[src/rtl/apb_regfile_slave_pkg.sv]
// rtl/apb_regfile_slave_pkg.sv - shared types, constants and byte-merge helper for the APB register file
package apb_pkg;

   // Transfer phases tracked by the slave
   typedef enum logic [1:0] {
      IDLE,
      SETUP,
      ACCESS
   } apb_state_e;

   // Bit of prot that marks a privileged access
   localparam int PROT_PRIV_BIT = 0;

   // Widest word the merge helper handles; callers widen/truncate around it
   localparam int MERGE_WIDTH = 1024;
   localparam int MERGE_STRB  = MERGE_WIDTH / 8;

   // Replace the bytes of old selected by strb with the matching bytes of wdata
   function automatic logic [MERGE_WIDTH-1:0] byte_merge(
      input logic [MERGE_WIDTH-1:0] old,
      input logic [MERGE_WIDTH-1:0] wdata,
      input logic [MERGE_STRB-1:0]  strb
   );
      logic [MERGE_WIDTH-1:0] res;
      res = old;
      for (int b = 0; b < MERGE_STRB; b++) begin
         if (strb[b]) begin
            res[8*b +: 8] = wdata[8*b +: 8];
         end
      end
      return res;
   endfunction

endpackage

[src/rtl/apb_regfile_slave_if.sv]
// rtl/apb_regfile_slave_if.sv - APB bus bundle between a master and the register file slave
interface apb_regfile_slave_if #(
   parameter int ADDR_WIDTH = 32,
   parameter int DATA_WIDTH = 32
);
   localparam int DATA_STRB = DATA_WIDTH / 8;

   logic [ADDR_WIDTH-1:0] paddr;
   logic [2:0]            prot;
   logic                  pwrite;
   logic                  psel;
   logic                  penable;
   logic [DATA_WIDTH-1:0] pwdata;
   logic [DATA_STRB-1:0]  pstrb;
   logic                  pready;
   logic                  slverr;
   logic [DATA_WIDTH-1:0] prdata;

   modport master (
      output paddr, prot, pwrite, psel, penable, pwdata, pstrb,
      input  pready, slverr, prdata
   );

   modport slave (
      input  paddr, prot, pwrite, psel, penable, pwdata, pstrb,
      output pready, slverr, prdata
   );
endinterface

[src/rtl/apb_regfile_slave_addr_decode.sv]
// rtl/apb_regfile_slave_addr_decode.sv - maps a byte address to a register index and flags illegal accesses
module apb_addr_decode
   import apb_pkg::*;
#(
   parameter int                  ADDR_WIDTH = 32,
   parameter int                  DATA_STRB  = 4,
   parameter int                  NUM_REGS   = 16,
   parameter logic [NUM_REGS-1:0] RO_MASK    = '0,
   parameter bit                  PRIV_ONLY  = 1'b0
) (
   input  logic [ADDR_WIDTH-1:0] paddr,
   input  logic                  pwrite,
   input  logic [2:0]            prot,
   output logic [7:0]            idx,
   output logic                  hit,
   output logic                  err
);
   localparam int                    LSB        = $clog2(DATA_STRB);
   localparam logic [ADDR_WIDTH-1:0] ALIGN_MASK = ADDR_WIDTH'(DATA_STRB - 1);
   localparam logic [ADDR_WIDTH-1:0] LIMIT      = ADDR_WIDTH'(NUM_REGS * DATA_STRB);

   logic ro_hit;
   logic priv_err;
   logic unused_prot;

   assign idx         = 8'(paddr >> LSB);
   assign hit         = (paddr < LIMIT) && ((paddr & ALIGN_MASK) == '0);
   assign priv_err    = PRIV_ONLY && !prot[PROT_PRIV_BIT];
   assign unused_prot = ^prot[2:1];

   // Look up whether the addressed register is hardware-owned
   always_comb begin
      ro_hit = 1'b0;
      for (int i = 0; i < NUM_REGS; i++) begin
         if (idx == 8'(i)) begin
            ro_hit = RO_MASK[i];
         end
      end
   end

   assign err = !hit || (pwrite && ro_hit) || priv_err;
endmodule

[src/rtl/apb_regfile_slave.sv]
// rtl/apb_regfile_slave.sv - APB slave with a bank of byte-writable registers, wait states and error response
module apb_regfile_slave
   import apb_pkg::*;
#(
   parameter int                    ADDR_WIDTH  = 32,
   parameter int                    DATA_WIDTH  = 32,
   parameter int                    DATA_STRB   = DATA_WIDTH / 8,
   parameter int                    NUM_REGS    = 16,
   parameter int                    WAIT_STATES = 0,
   parameter logic [NUM_REGS-1:0]   RO_MASK     = '0,
   parameter logic [DATA_WIDTH-1:0] RESET_VAL   = '0,
   parameter bit                    PRIV_ONLY   = 1'b0
) (
   input  logic                           clk,
   input  logic                           nrst,
   apb_regfile_slave_if.slave             bus,
   input  logic [NUM_REGS*DATA_WIDTH-1:0] ro_d,
   output logic [NUM_REGS*DATA_WIDTH-1:0] reg_q
);
   apb_state_e            state_q, state_d;
   logic [3:0]            wcnt_q, wcnt_d;
   logic [DATA_WIDTH-1:0] regs_q [NUM_REGS];
   logic [DATA_WIDTH-1:0] regs_d [NUM_REGS];

   logic [7:0]            idx;
   logic                  hit;
   logic                  err;
   logic                  pready;
   logic [DATA_WIDTH-1:0] rd_word;

   apb_addr_decode #(
      .ADDR_WIDTH (ADDR_WIDTH),
      .DATA_STRB  (DATA_STRB),
      .NUM_REGS   (NUM_REGS),
      .RO_MASK    (RO_MASK),
      .PRIV_ONLY  (PRIV_ONLY)
   ) u_decode (
      .paddr  (bus.paddr),
      .pwrite (bus.pwrite),
      .prot   (bus.prot),
      .idx    (idx),
      .hit    (hit),
      .err    (err)
   );

   assign pready     = (state_q == ACCESS) && bus.penable && (wcnt_q == 4'(WAIT_STATES));
   assign bus.pready = pready;
   assign bus.slverr = pready && err;
   assign bus.prdata = (pready && !bus.pwrite && !err) ? rd_word : '0;

   // Expose every register, with hardware-owned slots passed straight through
   always_comb begin
      reg_q = '0;
      for (int i = 0; i < NUM_REGS; i++) begin
         reg_q[i*DATA_WIDTH +: DATA_WIDTH] = RO_MASK[i] ? ro_d[i*DATA_WIDTH +: DATA_WIDTH] : regs_q[i];
      end
   end

   // Select the addressed register's visible value for reads
   always_comb begin
      rd_word = '0;
      for (int i = 0; i < NUM_REGS; i++) begin
         if (idx == 8'(i)) begin
            rd_word = reg_q[i*DATA_WIDTH +: DATA_WIDTH];
         end
      end
   end

   // Next-state, wait counting and register update on an error-free write completion
   always_comb begin
      state_d = state_q;
      wcnt_d  = wcnt_q;
      regs_d  = regs_q;
      case (state_q)
         IDLE: begin
            if (bus.psel) begin
               state_d = SETUP;
            end
         end
         SETUP: begin
            state_d = ACCESS;
            wcnt_d  = '0;
         end
         ACCESS: begin
            if (!bus.psel) begin
               state_d = IDLE;
            end else if (pready) begin
               state_d = IDLE;
               if (bus.pwrite && !err) begin
                  for (int i = 0; i < NUM_REGS; i++) begin
                     if (idx == 8'(i)) begin
                        regs_d[i] = DATA_WIDTH'(byte_merge(MERGE_WIDTH'(regs_q[i]),
                                                           MERGE_WIDTH'(bus.pwdata),
                                                           MERGE_STRB'(bus.pstrb)));
                     end
                  end
               end
            end else if (wcnt_q < 4'(WAIT_STATES)) begin
               wcnt_d = wcnt_q + 4'd1;
            end
         end
         default: begin
            state_d = IDLE;
         end
      endcase
   end

   // State, wait counter and register bank; reset aborts any transfer in flight
   always_ff @(posedge clk or negedge nrst) begin
      if (!nrst) begin
         state_q <= IDLE;
         wcnt_q  <= '0;
         for (int i = 0; i < NUM_REGS; i++) begin
            regs_q[i] <= RESET_VAL;
         end
      end else begin
         state_q <= state_d;
         wcnt_q  <= wcnt_d;
         regs_q  <= regs_d;
      end
   end
endmodule

[src/flat_wrapper.sv]
// flat-port wrapper written by rule: the top's interface ports become plain ports
module apb_regfile_slave_flat import apb_pkg::*;
#(
   parameter int                    ADDR_WIDTH  = 32,
   parameter int                    DATA_WIDTH  = 32,
   parameter int                    DATA_STRB   = DATA_WIDTH / 8,
   parameter int                    NUM_REGS    = 16,
   parameter int                    WAIT_STATES = 0,
   parameter logic [NUM_REGS-1:0]   RO_MASK     = '0,
   parameter logic [DATA_WIDTH-1:0] RESET_VAL   = '0,
   parameter bit                    PRIV_ONLY   = 1'b0
)
  (clk, nrst, ro_d, reg_q, bus_paddr, bus_prot, bus_pwrite, bus_psel, bus_penable, bus_pwdata, bus_pstrb, bus_pready, bus_slverr, bus_prdata);
  apb_regfile_slave_if #(.ADDR_WIDTH(ADDR_WIDTH), .DATA_WIDTH(DATA_WIDTH)) bus_i ();
  input  logic clk;
  input  logic nrst;
  input  logic [NUM_REGS*DATA_WIDTH-1:0] ro_d;
  output logic [NUM_REGS*DATA_WIDTH-1:0] reg_q;
  input wire logic [$bits(bus_i.paddr)-1:0] bus_paddr;
  input wire logic [$bits(bus_i.prot)-1:0] bus_prot;
  input wire logic [$bits(bus_i.pwrite)-1:0] bus_pwrite;
  input wire logic [$bits(bus_i.psel)-1:0] bus_psel;
  input wire logic [$bits(bus_i.penable)-1:0] bus_penable;
  input wire logic [$bits(bus_i.pwdata)-1:0] bus_pwdata;
  input wire logic [$bits(bus_i.pstrb)-1:0] bus_pstrb;
  output wire logic [$bits(bus_i.pready)-1:0] bus_pready;
  output wire logic [$bits(bus_i.slverr)-1:0] bus_slverr;
  output wire logic [$bits(bus_i.prdata)-1:0] bus_prdata;
  assign bus_i.paddr = bus_paddr;
  assign bus_i.prot = bus_prot;
  assign bus_i.pwrite = bus_pwrite;
  assign bus_i.psel = bus_psel;
  assign bus_i.penable = bus_penable;
  assign bus_i.pwdata = bus_pwdata;
  assign bus_i.pstrb = bus_pstrb;
  assign bus_pready = bus_i.pready;
  assign bus_slverr = bus_i.slverr;
  assign bus_prdata = bus_i.prdata;
  apb_regfile_slave #(.ADDR_WIDTH(ADDR_WIDTH), .DATA_WIDTH(DATA_WIDTH), .DATA_STRB(DATA_STRB), .NUM_REGS(NUM_REGS), .WAIT_STATES(WAIT_STATES), .RO_MASK(RO_MASK), .RESET_VAL(RESET_VAL), .PRIV_ONLY(PRIV_ONLY)) u_core (.clk(clk), .nrst(nrst), .bus(bus_i), .ro_d(ro_d), .reg_q(reg_q));
endmodule
[config.mk]
export PLATFORM = sky130hd
export DESIGN_NAME = apb_regfile_slave_flat
export DESIGN_NICKNAME = d
export VERILOG_FILES = /design/src/rtl/apb_regfile_slave_pkg.sv /design/src/rtl/apb_regfile_slave_if.sv /design/src/rtl/apb_regfile_slave_addr_decode.sv /design/src/rtl/apb_regfile_slave.sv /design/src/flat_wrapper.sv
export SDC_FILE = /design/constraint.sdc
export NUM_CORES = 1
export LEC_CHECK = 0
export BUFFER_PORTS_ARGS = -buffer_cell sky130_fd_sc_hd__clkbuf_2
export CAP_MARGIN = 40
export CORE_AREA = 3 3 446 448
export CTS_CLUSTER_SIZE = 40
export DETAILED_ROUTE_END_ITERATION = 8
export DIE_AREA = 0 0 449 451
export HOLD_SLACK_MARGIN = 0.06
export PLACE_DENSITY_LB_ADDON = 0.05
export SLEW_MARGIN = 20
export SYNTH_ARGS = -nofsm -noshare
export SYNTH_HDL_FRONTEND = slang
export SYNTH_SLANG_ARGS = --single-unit
export TNS_END_PERCENT = 5
[constraint.sdc]
create_clock -name clk -period 2.98 [get_ports clk]
set_clock_uncertainty 0.15 [all_clocks]
set_input_delay 0 -clock clk [delete_from_list [all_inputs] [get_ports clk]]
set_output_delay 0 -clock clk [all_outputs]
set_load 0.1 [all_outputs]
**Word level (Yosys, flattened, before mapping)**

Cells that the tools add are included.

- Bits in registers: 518
- Output and inout port bits: 546
- Logic and storage cells: 196

- $add $sub $neg: 1
- $lt $le $gt $ge: 2
- Eq/ne operators: 22
- Mux-type cells: 25
- Reduce and logical (&&, ||, !) cells: 80

Operator list:

| kind | number |
|---|---|
| $mux W32 | 17 |
| $reduce_and A6 Y1 | 64 |
| $eq A8 B4 Y1 const B | 8 |
| $eq A8 B3 Y1 const B | 4 |
| $logic_not A32 Y1 | 1 |
| $lt A32 B7 Y1 const B | 1 |
| $eq A8 B2 Y1 const B | 2 |
| $mux W4 | 3 |
| $eq A8 B1 Y1 const B | 1 |
| $logic_not A8 Y1 | 1 |
| $ne A2 B2 Y1 const B | 4 |
| $pmux W4 S2 | 1 |
| $logic_and A1 B1 Y1 | 7 |
| $mux W2 | 3 |
| $pmux W2 S3 | 1 |
| $add A4 B1 Y4 const B | 1 |
| $logic_not A4 Y1 | 1 |
| $lt A4 B1 Y1 const B | 1 |
| $reduce_and A4 Y1 | 1 |
| $ne A3 B2 Y1 const B | 1 |
| $eq A2 B1 Y1 const B | 1 |
| $eq A2 B2 Y1 const B | 1 |
| $logic_not A1 Y1 | 2 |
| $logic_not A2 Y1 | 1 |
| 2 further kinds | 2 |

**Longest topological paths before layout**

Gate-level depths: netlist of the first run.

- Depth in word-level cells: 18
- Mapped depth: 10
- Mapped depth without buffers: 6

**By module**

From an unflattened synthesis of the first run, not the netlist that was laid out.

- Cells, all modules: 1832
- Area total of the unflattened synthesis: 24355.9 sq um

Modules (own cells, without submodules):

| module | instances | cells each | area each (sq um) | sequential area each (sq um) |
|---|---|---|---|---|
| apb_regfile_slave | 1 | 1813 | 24224.5 | 12862.3 |
| apb_addr_decode | 1 | 19 | 131.4 | 0.0 |

**Worst setup path after synthesis of the first run**

Ideal clock, no wire load.

- Path kind: register to output
- From: register u_core.regs_q, in the netlist u_core.reg_q[61]
- To: output bus_prdata[29]
- Data arrival time: 3.972 ns
- Required time: 2.830 ns
- Setup slack: -1.142 ns
- Cell stages (with the launch flop): 5
- Path through: dfrtp_1 -> mux4_2 -> nand2_1 -> a221o_1 -> a221oi_1

- Cells in the longest elaborated chain, start to end: 16

RTL lines:

| what | RTL line | RTL |
|---|---|---|
| start: declaration | apb_regfile_slave.sv:22 | `logic [DATA_WIDTH-1:0] regs_q [NUM_REGS];` |
| start signal: assignment | apb_regfile_slave.sv:119 | `regs_q <= regs_d;` |
| $mux W32 (15 in series) | apb_regfile_slave.sv:63 | `if (idx == 8'(i)) begin` |
| $mux W32 | apb_regfile_slave.sv:49 | `assign bus.prdata = (pready && !bus.pwrite && !err) ? rd_word : '0;` |
| end: declaration | flat_wrapper.sv:28 | `output wire logic [$bits(bus_i.prdata)-1:0] bus_prdata;` |

Every way passes these cells.

**Worst setup path after layout of the first run**

- From: input bus_paddr[6]
- To: output bus_prdata[21]

- Cells in the longest elaborated chain, start to end: 18

RTL lines:

| what | RTL line | RTL |
|---|---|---|
| start: declaration | flat_wrapper.sv:19 | `input wire logic [$bits(bus_i.paddr)-1:0] bus_paddr;` |
| $logic_not A8 Y1 | apb_regfile_slave.sv:63 |  |
| $mux W32 (16 in series) | apb_regfile_slave.sv:63 |  |
| $mux W32 (*) | apb_regfile_slave.sv:49 |  |

Mark *: on every way between the ends. The rest lies on a longest branch, timed or not.

==> impl_metrics.env, run 1 <==
export IMPL_ys_seq_area_share_pct=51.4
export IMPL_drc_errors=0
export IMPL_rsz0062_at_grt="true"
export IMPL_htreeDepth=3
export IMPL_antenna_found_initial=16
export IMPL_leakage_nw=18.6
export IMPL_min_delay_path_class="input pin to flip-flop"
export IMPL_nets=3383
export IMPL_clockBufferDepth=3
export IMPL_fmax_mhz=349
export IMPL_syn_area_per_cell_um2=13.1
export IMPL_slew_viol_final=0
export IMPL_cts_root_buffer="clkbuf_16"
export IMPL_track_usage_pct=17.2
export IMPL_io_buffers=618
export IMPL_die_x_um=449
export IMPL_hpwl_mm=132
export IMPL_grt_max_degree=79
export IMPL_ir_drop_mv=0.317
export IMPL_place_area_um2=34500
export IMPL_drt_total_wl_mm=178
export IMPL_die_area_um2=202000
export IMPL_grt_pass1_wl_mm=234
export IMPL_clkTransAtPathRegs_ns=0.06
export IMPL_gp_congestion=0.755
export IMPL_drive_gt1_share_pct=58.9
export IMPL_core_area_um2=195000
export IMPL_numCtsBuffers=78
export IMPL_synth_area_leaders="dfrtp_1 51%, mux2_2 24%, nor2_8 3.1%"
export IMPL_viasPerCell=3.82
export IMPL_fp_dieH_um=451
export IMPL_crit_arrival_ns=2.72
export IMPL_multi_input_area_um2=11700
export IMPL_syn_area_um2=25000
export IMPL_io_pins=1134
export IMPL_overflow=0
export IMPL_min_period_ns=2.87
export IMPL_setup_slack_ns=0.111
export IMPL_slew_limit_headroom_pct=49.8
export IMPL_drtAntennaViolNets=0
export IMPL_synth_ff_type="dfrtp_1"
export IMPL_crit_fanout=16
export IMPL_cts_sinks=514
export IMPL_area_growth_syn_to_layout_pct=50.8
export IMPL_synth_edf_count=0
export IMPL_drv_cap=0
export IMPL_setup_viol=0
export IMPL_worst_setup_path_type="input pin to primary output"
export IMPL_drt_first_pass_iters=5
export IMPL_cts_tree="built"
export IMPL_power_density_nw_per_um2=467
export IMPL_fill_cells=21500
export IMPL_clkLatencyLatePin_ns=0.70
export IMPL_initial_core_util_pct=12.8
export IMPL_regArea_um2=12900
export IMPL_dp_slack_ns=-0.130
export IMPL_min_period_over_period_pct=96.3
export IMPL_p_total_w=0.0176
export IMPL_finalHoldViolCount=0
export IMPL_first_iter_violations=1040
export IMPL_synthCells=1908
export IMPL_critPathLaunchType="input pin"
export IMPL_grt_pass1_vias=23000
export IMPL_synthArstFlopShare_pct=100
export IMPL_yosysTopAreaCell="dfrtp_1"
export IMPL_ys_warn_count=0
export IMPL_yosysUniqueCellTypes=70
export IMPL_status="completed"
export IMPL_synth_nets=2496
export IMPL_cp_end_kind="primary output"
export IMPL_vias=21000
export IMPL_yosys_register_bits=514
export IMPL_synth_top_area_share_pct=51.4
export IMPL_wl_per_cell_um=32.4
export IMPL_rows=162
export IMPL_crit_required_ns=2.83
export IMPL_final_area_um2=37700
export IMPL_worst_slew_pin_slew_ns=0.756
## cell usage in the layout, fill, tap and decap left out, types with 39 or more instances in the layout
| cell | Yosys | routed |
|---|---|---|
| mux2_2 | 528 | 528 |
| nand2_1 | 75 | 72 |
| clkbuf_2 | 0 | 582 |
| nor2_8 | 39 | 39 |
| mux2i_1 | 44 | 44 |
| o21ai_0 | 75 | 75 |
| dlygate4sd3_1 | 0 | 46 |
| buf_12 | 2 | 122 |
| clkbuf_16 | 0 | 81 |
| a21oi_1 | 69 | 69 |
| buf_4 | 2 | 169 |
| dfrtp_1 | 514 | 513 |
| nor2_1 | 75 | 63 |
| o22ai_1 | 41 | 41 |
## Yosys cell counts, drive strengths merged, types with 7 or more instances
master   count
a21oi       69
a31oi       10
nor4        12
a211oi      12
nor2       139
o2bb2ai      7
a22oi       17
o21ai       75
nor3        19
nand3       27
dfrtp      514
nand2       80
clkbuf      83
buf         37
a22o        11
nor2b       10
mux2       544
o221ai      15
o211ai       9
mux2i       44
mux4        29
a221oi       9
nand2b      14
o22ai       41
## registers in the layout, indices dropped and copies added (netlist names)
register,count
u_core.reg_q,512
u_core.state_q,2
## final timing paths
| kind | startpoint | end | slack (ns) | cells after the start |
|---|---|---|---|---|
| setup / recovery | bus_paddr[6] | bus_prdata[21] | 0.11 | 10 |
| min in group asynchronous | nrst | u_core.reg_q[88]$_DFFE_PN0P_ | 0.49 | 4 |
| max in group asynchronous | nrst | u_core.reg_q[32]$_DFFE_PN0P_ | 1.42 | 5 |
| setup reg to reg | u_core.state_q[0]$_DFFE_PN0P_ | u_core.reg_q[111]$_DFFE_PN0P_ | 0.13 | 10 |
| hold reg to reg | u_core.reg_q[105]$_DFFE_PN0P_ | u_core.reg_q[105]$_DFFE_PN0P_ | 0.36 | 1 |
| hold / removal | bus_psel | u_core.state_q[0]$_DFFE_PN0P_ | 0.12 | 4 |
## logic make-up after synthesis
logic type | Yosys count | share of synthesized area [%]
and+or+nand+nor | 324 | 8.78
muxes | 617 | 29.0
buffers and inverters | 127 | 2.25
AOI/OAI and AO/OA | 326 | 8.53
DFF | 514 | 51.4
## area by class of cell
class / count / area share [%]
flip-flops and latches: 514 / 34.1
multi-input cells: 1267 / 31.1
repair buffers: 927 / 19.1
well taps: 2624 / 8.71
clock buffers: 122 / 6.40
clock inverters: 19 / 0.498
inverters: 7 / 0.0697
diodes: 3 / 0.0199
## worst max-delay path, cell delays in order
cell and delay [ns]:
clkbuf_2 0.10, nor4_4 0.57, buf_12 0.28, nand3_2 0.13
buf_12 0.21, nor2_1 0.50, buf_4 0.29, a22oi_1 0.10
o221a_2 0.29, buf_12 0.18
## where the power goes
group	switching, W	internal (W)
sequential	0.00000767	0.00699
combinational	0.000790	0.000298
clock	0.00371	0.00579
total	0.00451	0.0131
## per-stage QoR
step                      cells  hold WS, ns  TNS (ns)  util (%)
after floorplan            1908       -0.446     -8.85         -
after global placement     5283       -0.119   -136.91      17.7
after detailed placement   5287       -0.108     -2.39      17.7
after CTS                  5479        0.120   -0.0157      19.3
after global routing       5480       0.0985   -0.0275      19.3
final                      5483        0.120         0      19.3
## repair_timing
| item | 4_1_cts | 5_1_grt |
|---|---|---|
| hold endpoints to repair | 1006 | 0 |
| gates resized for setup | 3 | 4 |
| pin swaps | 2 | 3 |
| buffers inserted | 3 | 2 |
| setup endpoints to repair | 8 | 9 |
| hold buffers | 48 | 0 |
## per-layer routing
| metal | up-vias | share of wire [%] | wire, um | track usage (%) |
|---|---|---|---|---|
| met5 | - | 0 | 0 | 0 |
| met4 | 0 | 2.9 | 5230 | 5.08 |
| met3 | 171 | 4.0 | 7090 | 3.34 |
| met2 | 606 | 51 | 90100 | 30.6 |
| met1 | 11200 | 42 | 75200 | 21.0 |
| li1 | 8936 | - | - | - |
Note: power is estimated with default switching activity, not from simulation.
==> run 2: changes to the inputs <==
ABC_AREA = 1   (was not set)
CORE_AREA = 3 3 442 444   (was 3 3 446 448)
DIE_AREA = 0 0 445 447   (was 0 0 449 451)
GPL_TIMING_DRIVEN = 0   (was not set)
==> run 2 against run 1 <==
Effect of this change:
- worst setup slack worse by 0.13 ns
- core utilization down 1.5 points
- sequential cell count unchanged
- first-iteration DRC count up 59%
- via count up 13%
- total power down 3.3%
- the flow now finishes with violations (setup timing)
- hold slack worse by 0.00089 ns
- critical path type unchanged
- critical path depth up 7
- count of clock-buffer cells in the layout unchanged
- register-to-register slack better by 0.07 ns
- non-clock buffer count down 28
==> impl_metrics.env, run 2 <==
export IMPL_status="complete, but fails checks"
export IMPL_violations="setup timing"
export IMPL_viasPerCell=3.82
export IMPL_worst_setup_path_type="input pin to primary output"
export IMPL_area_growth_syn_to_layout_pct=47.9
export IMPL_holdWs_ns=0.119
export IMPL_first_iter_violations=1656
export IMPL_ys_seq_area_share_pct=55.5
export IMPL_rows=161
export IMPL_r2r_slack_ns=0.20
export IMPL_crit_chain="clkbuf_2 > nor2_4 > nand2_1 > buf_6 > nor2_2 > inv_2 > nor2_2 > buf_6 > clkbuf_4 > buf_12 > nand2_1 > nand4_1 > nor2_2 > nand3_1 > nand2_1 > inv_1 > clkbuf_4"
export IMPL_antenna_found_initial=22
export IMPL_cp_end_kind="primary output"
export IMPL_cts_tree="built"
export IMPL_drtAntennaViolNets=0
export IMPL_drive_gt1_share_pct=29.2
export IMPL_vias=23800
export IMPL_drt_first_pass_iters=6
export IMPL_numCtsBuffers=79
export IMPL_yosys_register_bits=514
export IMPL_dp_slack_ns=-1.18
export IMPL_worst_slew_pin_slew_ns=0.891
export IMPL_synth_area_leaders="dfrtp_1 56%, nand2_1 15%, o21ai_1 9.7%"
export IMPL_yosysMostFrequentCell="nand2_1"
export IMPL_io_pins=1134
export IMPL_drc_errors=0
export IMPL_setup_slack_ns=-0.0179
export IMPL_hpwl_mm=152
export IMPL_yosysUniqueCellTypes=34
export IMPL_synthCells=2817
export IMPL_placed_cells=6022
export IMPL_clkLatencyLatePin_ns=0.70
export IMPL_mostFrequentLayoutCells="907 x nand2_1, 603 x clkbuf_2, 509 x dfrtp_1"
export IMPL_die_x_um=445
export IMPL_synth_nets=3405
export IMPL_slowest_stage="clkbuf_4"
export IMPL_crit_arrival_ns=2.85
export IMPL_final_area_um2=34300
export IMPL_die_area_um2=199000
export IMPL_min_period_ns=3.00
export IMPL_crit_fanout=9
export IMPL_ir_drop_mv=0.323
export IMPL_slew_limit_headroom_pct=40.1
export IMPL_htreeDepth=3
export IMPL_syn_area_um2=23200
export IMPL_power_density_nw_per_um2=496
export IMPL_synthArstFlopShare_pct=100
export IMPL_min_period_over_period_pct=101
export IMPL_setup_viol=1
export IMPL_layout_cells_non_filler=6229
export IMPL_syn_area_per_cell_um2=8.22
export IMPL_overflow=0
export IMPL_cpLargestDelayFamily="buffers and inverters"
export IMPL_largest_reg_flops=512
export IMPL_clockBufferDepth=3
export IMPL_drv_cap=0
export IMPL_gp_congestion=0.772
export IMPL_clkTransAtPathRegs_ns=0.06
export IMPL_drt_total_wl_mm=190
export IMPL_finalHoldViolCount=0
export IMPL_critPathMaxStageDelay_ns=0.32
export IMPL_core_area_um2=192000
export IMPL_synth_ff_type="dfrtp_1"
export IMPL_cts_sinks=514
export IMPL_grt_max_degree=74
export IMPL_synth_edf_count=0
export IMPL_track_usage_pct=18.8
export IMPL_critPathLaunchType="input pin"
export IMPL_fp_dieH_um=447
export IMPL_fill_cells=21900
export IMPL_fmax_mhz=334
export IMPL_rsz0062_at_grt="true"
export IMPL_synth_common_cells="914 x nand2_1, 514 x dfrtp_1, 448 x o21ai_1"
export IMPL_wl_per_cell_um=30.5
export IMPL_leakage_nw=16.0
export IMPL_yosysTopAreaCell="dfrtp_1"
export IMPL_synth_top_area_share_pct=55.5
export IMPL_min_delay_path_class="input pin to flip-flop"
export IMPL_cts_root_buffer="clkbuf_16"
export IMPL_slew_viol_final=0
export IMPL_grt_pass1_vias=24300
export IMPL_initial_core_util_pct=12.1
export IMPL_grt_pass1_wl_mm=247
export IMPL_nets=4230
export IMPL_worst_path_buf_inv=8
export IMPL_ys_warn_count=0
export IMPL_crit_required_ns=2.83
export IMPL_place_area_um2=30600
export IMPL_io_buffers=618
export IMPL_layout_commonest_cell="nand2_1"
==> run 2: cell count changes after synthesis, moves of 40 or more <==
| cell | previous run | this run |
|---|---|---|
| nand4_1 | 3 | 88 |
| nand3_1 | 25 | 106 |
| mux2i_1 | 44 | 0 |
| nand2_2 | 5 | 49 |
| mux2_2 | 528 | 0 |
| nand2_1 | 75 | 914 |
| o21ai_1 | 0 | 448 |
| o22ai_1 | 41 | 1 |
| nor2_1 | 75 | 193 |
| buf_2 | 18 | 59 |
| inv_1 | 6 | 143 |
==> run 2: path summary, 6_finish.rpt <==
check                                         startpoint                             to  cells past startpoint
min in group asynchronous                           nrst  u_core.reg_q[437]$_DFFE_PN0P_                      4
min                                       bus_pwdata[24]  u_core.reg_q[408]$_DFFE_PN0P_                      4
max in group asynchronous                           nrst  u_core.reg_q[384]$_DFFE_PN0P_                      6
min reg2reg                u_core.state_q[0]$_DFFE_PN0P_  u_core.state_q[0]$_DFFE_PN0P_                      1
max                                         bus_paddr[8]                  bus_prdata[3]                     17
max reg2reg                u_core.state_q[0]$_DFFE_PN0P_  u_core.reg_q[421]$_DFFE_PN0P_                      8
==> run 2: where the power goes <==
part	switching (W)	leakage (nW)	total, W	internal (W)
logic	0.000609	7.65	0.000806	0.000196
registers	0.00000661	7.17	0.00700	0.00699
clock network	0.00391	1.17	0.00920	0.00529
==> run 2: area by class of cell <==
cell class	instances	area [um^2]	share of cell area [%]
Multi-Input combinational cell	1992	9310	27.2
Inverter	156	601	1.75
Sequential cell	514	12900	37.6
Antenna cell	7	17.5	0.0511
Timing Repair Buffer	744	5000	14.6
Clock buffer	122	2310	6.74
Tap cell	2526	3160	9.23
Buffer	155	897	2.62
Clock inverter	13	92.6	0.270
==> run 2: timing repair <==
action | CTS | global route
hold buffers | 55 | 0
hold endpoints to repair | 632 | 0
buffers inserted | 7 | 2
pin swaps | 8 | 6
resized for setup | 148 | 34
endpoints found under the setup margin | 97 | 96
==> run 2: metrics by stage <==
step | power (W) | setup TNS, ns | util (%)
finish | 0.0170 | -0.0179 | 17.8
global route | 0.0176 | -2.26 | 17.8
CTS | 0.0174 | -0.841 | 17.8
detailed placement | 0.00788 | -211.79 | 15.9
global placement | 0.00780 | -7364.88 | 15.3
floorplan | 0.00730 | -1.42 | -
==> run 2: worst reg2reg max path: stages (launching register included) <==
cell and delay [ns]:
dfrtp_1 0.38, inv_1 0.11, nand3_2 0.21, nor2_4 0.43, buf_2 0.50, nand2_1 0.33
clkbuf_1 0.34, nand2_1 0.11, o21ai_1 0.06
==> run 2: per-layer routing <==
| metal | global-route usage [%] | vias to the layer above | routed length [um] |
|---|---|---|---|
| li1 | - | 10900 | - |
| met1 | 23.1 | 12000 | 79500 |
| met2 | 33.3 | 657 | 96600 |
| met3 | 2.60 | 184 | 6850 |
| met4 | 6.71 | 0 | 7310 |
| met5 | 0 | - | 0 |
==> run 2: cells by family after synthesis <==
family	share of synthesized area [%]
and+or+nand+nor	26.7
AOI/OAI and AO/OA	12.3
DFF	55.5
buffers and inverters	5.46
==> run 3: changes to the inputs <==
CAP_MARGIN = not set   (was 40)
SYNTH_HIERARCHICAL = 1   (was not set)
==> run 3 against run 2 <==
Effect of this change:
- maximum frequency rose by 2.0%
- hold slack improved by 0.020 ns
- global-route usage is 0.062 points higher
- total power increased by 5.4%
- worst setup slack better by 0.060 ns
- sequential cell count unchanged
- the flow now finishes without violations
- clock power increased by 11%
- first-iteration DRC count up 1.0%
==> impl_metrics.env, run 3 <==
export IMPL_htreeDepth=3
export IMPL_finalHoldViolCount=0
export IMPL_ys_warn_count=6
export IMPL_setup_viol=0
export IMPL_nets=4225
export IMPL_layout_cells_non_filler=6239
export IMPL_drv_cap=0
export IMPL_final_util_pct=18.0
export IMPL_antenna_found_initial=30
export IMPL_holdWs_ns=0.140
export IMPL_holdPathStages=4
export IMPL_grt_max_degree=68
export IMPL_clkTransAtPathRegs_ns=0.06
export IMPL_gp_congestion=0.747
export IMPL_crit_required_ns=3.35
export IMPL_crit_arrival_ns=3.31
export IMPL_first_iter_violations=1673
export IMPL_clkLatencyLatePin_ns=0.70
export IMPL_cts_root_buffer="clkbuf_16"
export IMPL_final_area_um2=34500
export IMPL_cts_tree="built"
export IMPL_rsz0062_at_grt="true"
export IMPL_rows=161
export IMPL_synthCells=2838
export IMPL_ir_drop_mv=0.352
export IMPL_worst_slew_pin_slew_ns=1.13
export IMPL_numCtsBuffers=81
export IMPL_power_density_nw_per_um2=520
export IMPL_drtAntennaViolNets=0
export IMPL_area_growth_syn_to_layout_pct=49.2
export IMPL_cts_sinks=514
export IMPL_crit_fanout=10
export IMPL_syn_area_per_cell_um2=8.14
export IMPL_grt_pass1_wl_mm=248
export IMPL_multi_input_area_um2=9100
export IMPL_wl_per_cell_um=30.5
export IMPL_io_buffers=614
export IMPL_placed_cells=6000
export IMPL_drc_errors=0
export IMPL_grt_pass1_vias=24500
export IMPL_mostFrequentLayoutCells="921 x nand2_1, 599 x clkbuf_2, 501 x dfrtp_1"
export IMPL_drt_first_pass_iters=5
export IMPL_overflow=0
export IMPL_min_delay_path_class="input pin to flip-flop"
export IMPL_die_x_um=445
export IMPL_clockBufferDepth=3
export IMPL_worst_setup_path_type="flip-flop to flip-flop"
export IMPL_min_period_ns=2.94
export IMPL_core_area_um2=192000
export IMPL_fmax_mhz=340
export IMPL_cp_end_kind="flip-flop"
export IMPL_drive_gt1_share_pct=27.6
export IMPL_leakage_nw=16.2
export IMPL_synth_nets=3426
export IMPL_slew_viol_final=0
export IMPL_io_pins=1134
export IMPL_vias=23700
export IMPL_place_area_um2=30000
export IMPL_initial_core_util_pct=12.0
export IMPL_critPathLaunchType="flip-flop"
export IMPL_slew_limit_headroom_pct=24.7
export IMPL_p_total_w=0.0179
export IMPL_largest_reg_flops=512
export IMPL_syn_area_um2=23100
export IMPL_die_area_um2=199000
export IMPL_layout_commonest_cell="nand2_1"
export IMPL_track_usage_pct=18.8
export IMPL_viasPerCell=3.80
export IMPL_regArea_um2=12900
export IMPL_status="completed"
export IMPL_fill_cells=21800
export IMPL_r2r_cells=10
export IMPL_min_period_over_period_pct=98.6
export IMPL_drt_total_wl_mm=190
export IMPL_hpwl_mm=147
export IMPL_fp_dieH_um=447
[run 3: power breakdown]
group / leakage [nW] / internal (W) / switching, W
sequential: 7.16 / 0.00699 / 0.00000395
combinational: 7.65 / 0.000164 / 0.000604
clock: 1.37 / 0.00625 / 0.00391
total: 16.2 / 0.0134 / 0.00452
[run 3: repair_timing]
action | CTS | global route
hold endpoints to repair | 545 | 0
gates resized for setup | 222 | 32
pin swaps | 40 | 19
gates cloned | 1 | 0
setup endpoints to repair | 402 | 271
hold buffers | 45 | 0
setup buffers | 31 | 6
[run 3: worst paths after layout]
| kind | startpoint | end | slack (ns) |
|---|---|---|---|
| setup / recovery | u_core/state_q[0]$_DFFE_PN0P_ | u_core/reg_q[22]$_DFFE_PN0P_ | 0.04 |
| hold / removal | bus_pwdata[22] | u_core/reg_q[502]$_DFFE_PN0P_ | 0.14 |
| setup reg to reg | u_core/state_q[0]$_DFFE_PN0P_ | u_core/reg_q[22]$_DFFE_PN0P_ | 0.04 |
| hold reg to reg | u_core/state_q[0]$_DFFE_PN0P_ | u_core/state_q[0]$_DFFE_PN0P_ | 0.28 |
| max in group asynchronous | nrst | u_core/reg_q[184]$_DFFE_PN0P_ | 0.89 |
| min in group asynchronous | nrst | u_core/reg_q[368]$_DFFE_PN0P_ | 0.20 |
[run 3: per-stage QoR]
step	TNS, ns	setup slack, ns
2_1_floorplan	0	0.0729
3_3_place_gp	-7564.46	-13.63
3_5_place_dp	-439.45	-1.39
4_1_cts	-0.596	-0.0761
5_1_grt	-4.47	-0.176
6_report	0	0.0419
[run 3: worst max-delay path: stages (launching register included)]
cell and delay [ns]:
dfrtp_1 0.38, inv_1 0.07, nand2_1 0.05, inv_1 0.06, nand2_1 0.19, nor2_2 0.58
buf_2 0.43, nand2_1 0.30, clkbuf_1 0.35, nand2_1 0.11, o21ai_0 0.08
[run 3: area by class of cell]
class	count	area share [%]
timing repair buffer	719	13.8
antenna	13	0.0943
multi-input combinational	1962	26.4
buffer	173	3.12
inverter	186	2.11
clock buffer	127	7.26
tap	2526	9.17
sequential	514	37.4
clock inverter	19	0.744
[run 3: per-layer routing]
layer | up-vias | GRT usage, % | wire length (um) | part of all wire [%]
met4 | 0 | 6.08 | 6130 | 3.2
met3 | 166 | 3.90 | 10600 | 5.6
met2 | 716 | 32.9 | 95100 | 50
met1 | 11900 | 23.0 | 78600 | 41
met5 | - | 0 | 0 | 0
li1 | 10900 | - | - | -
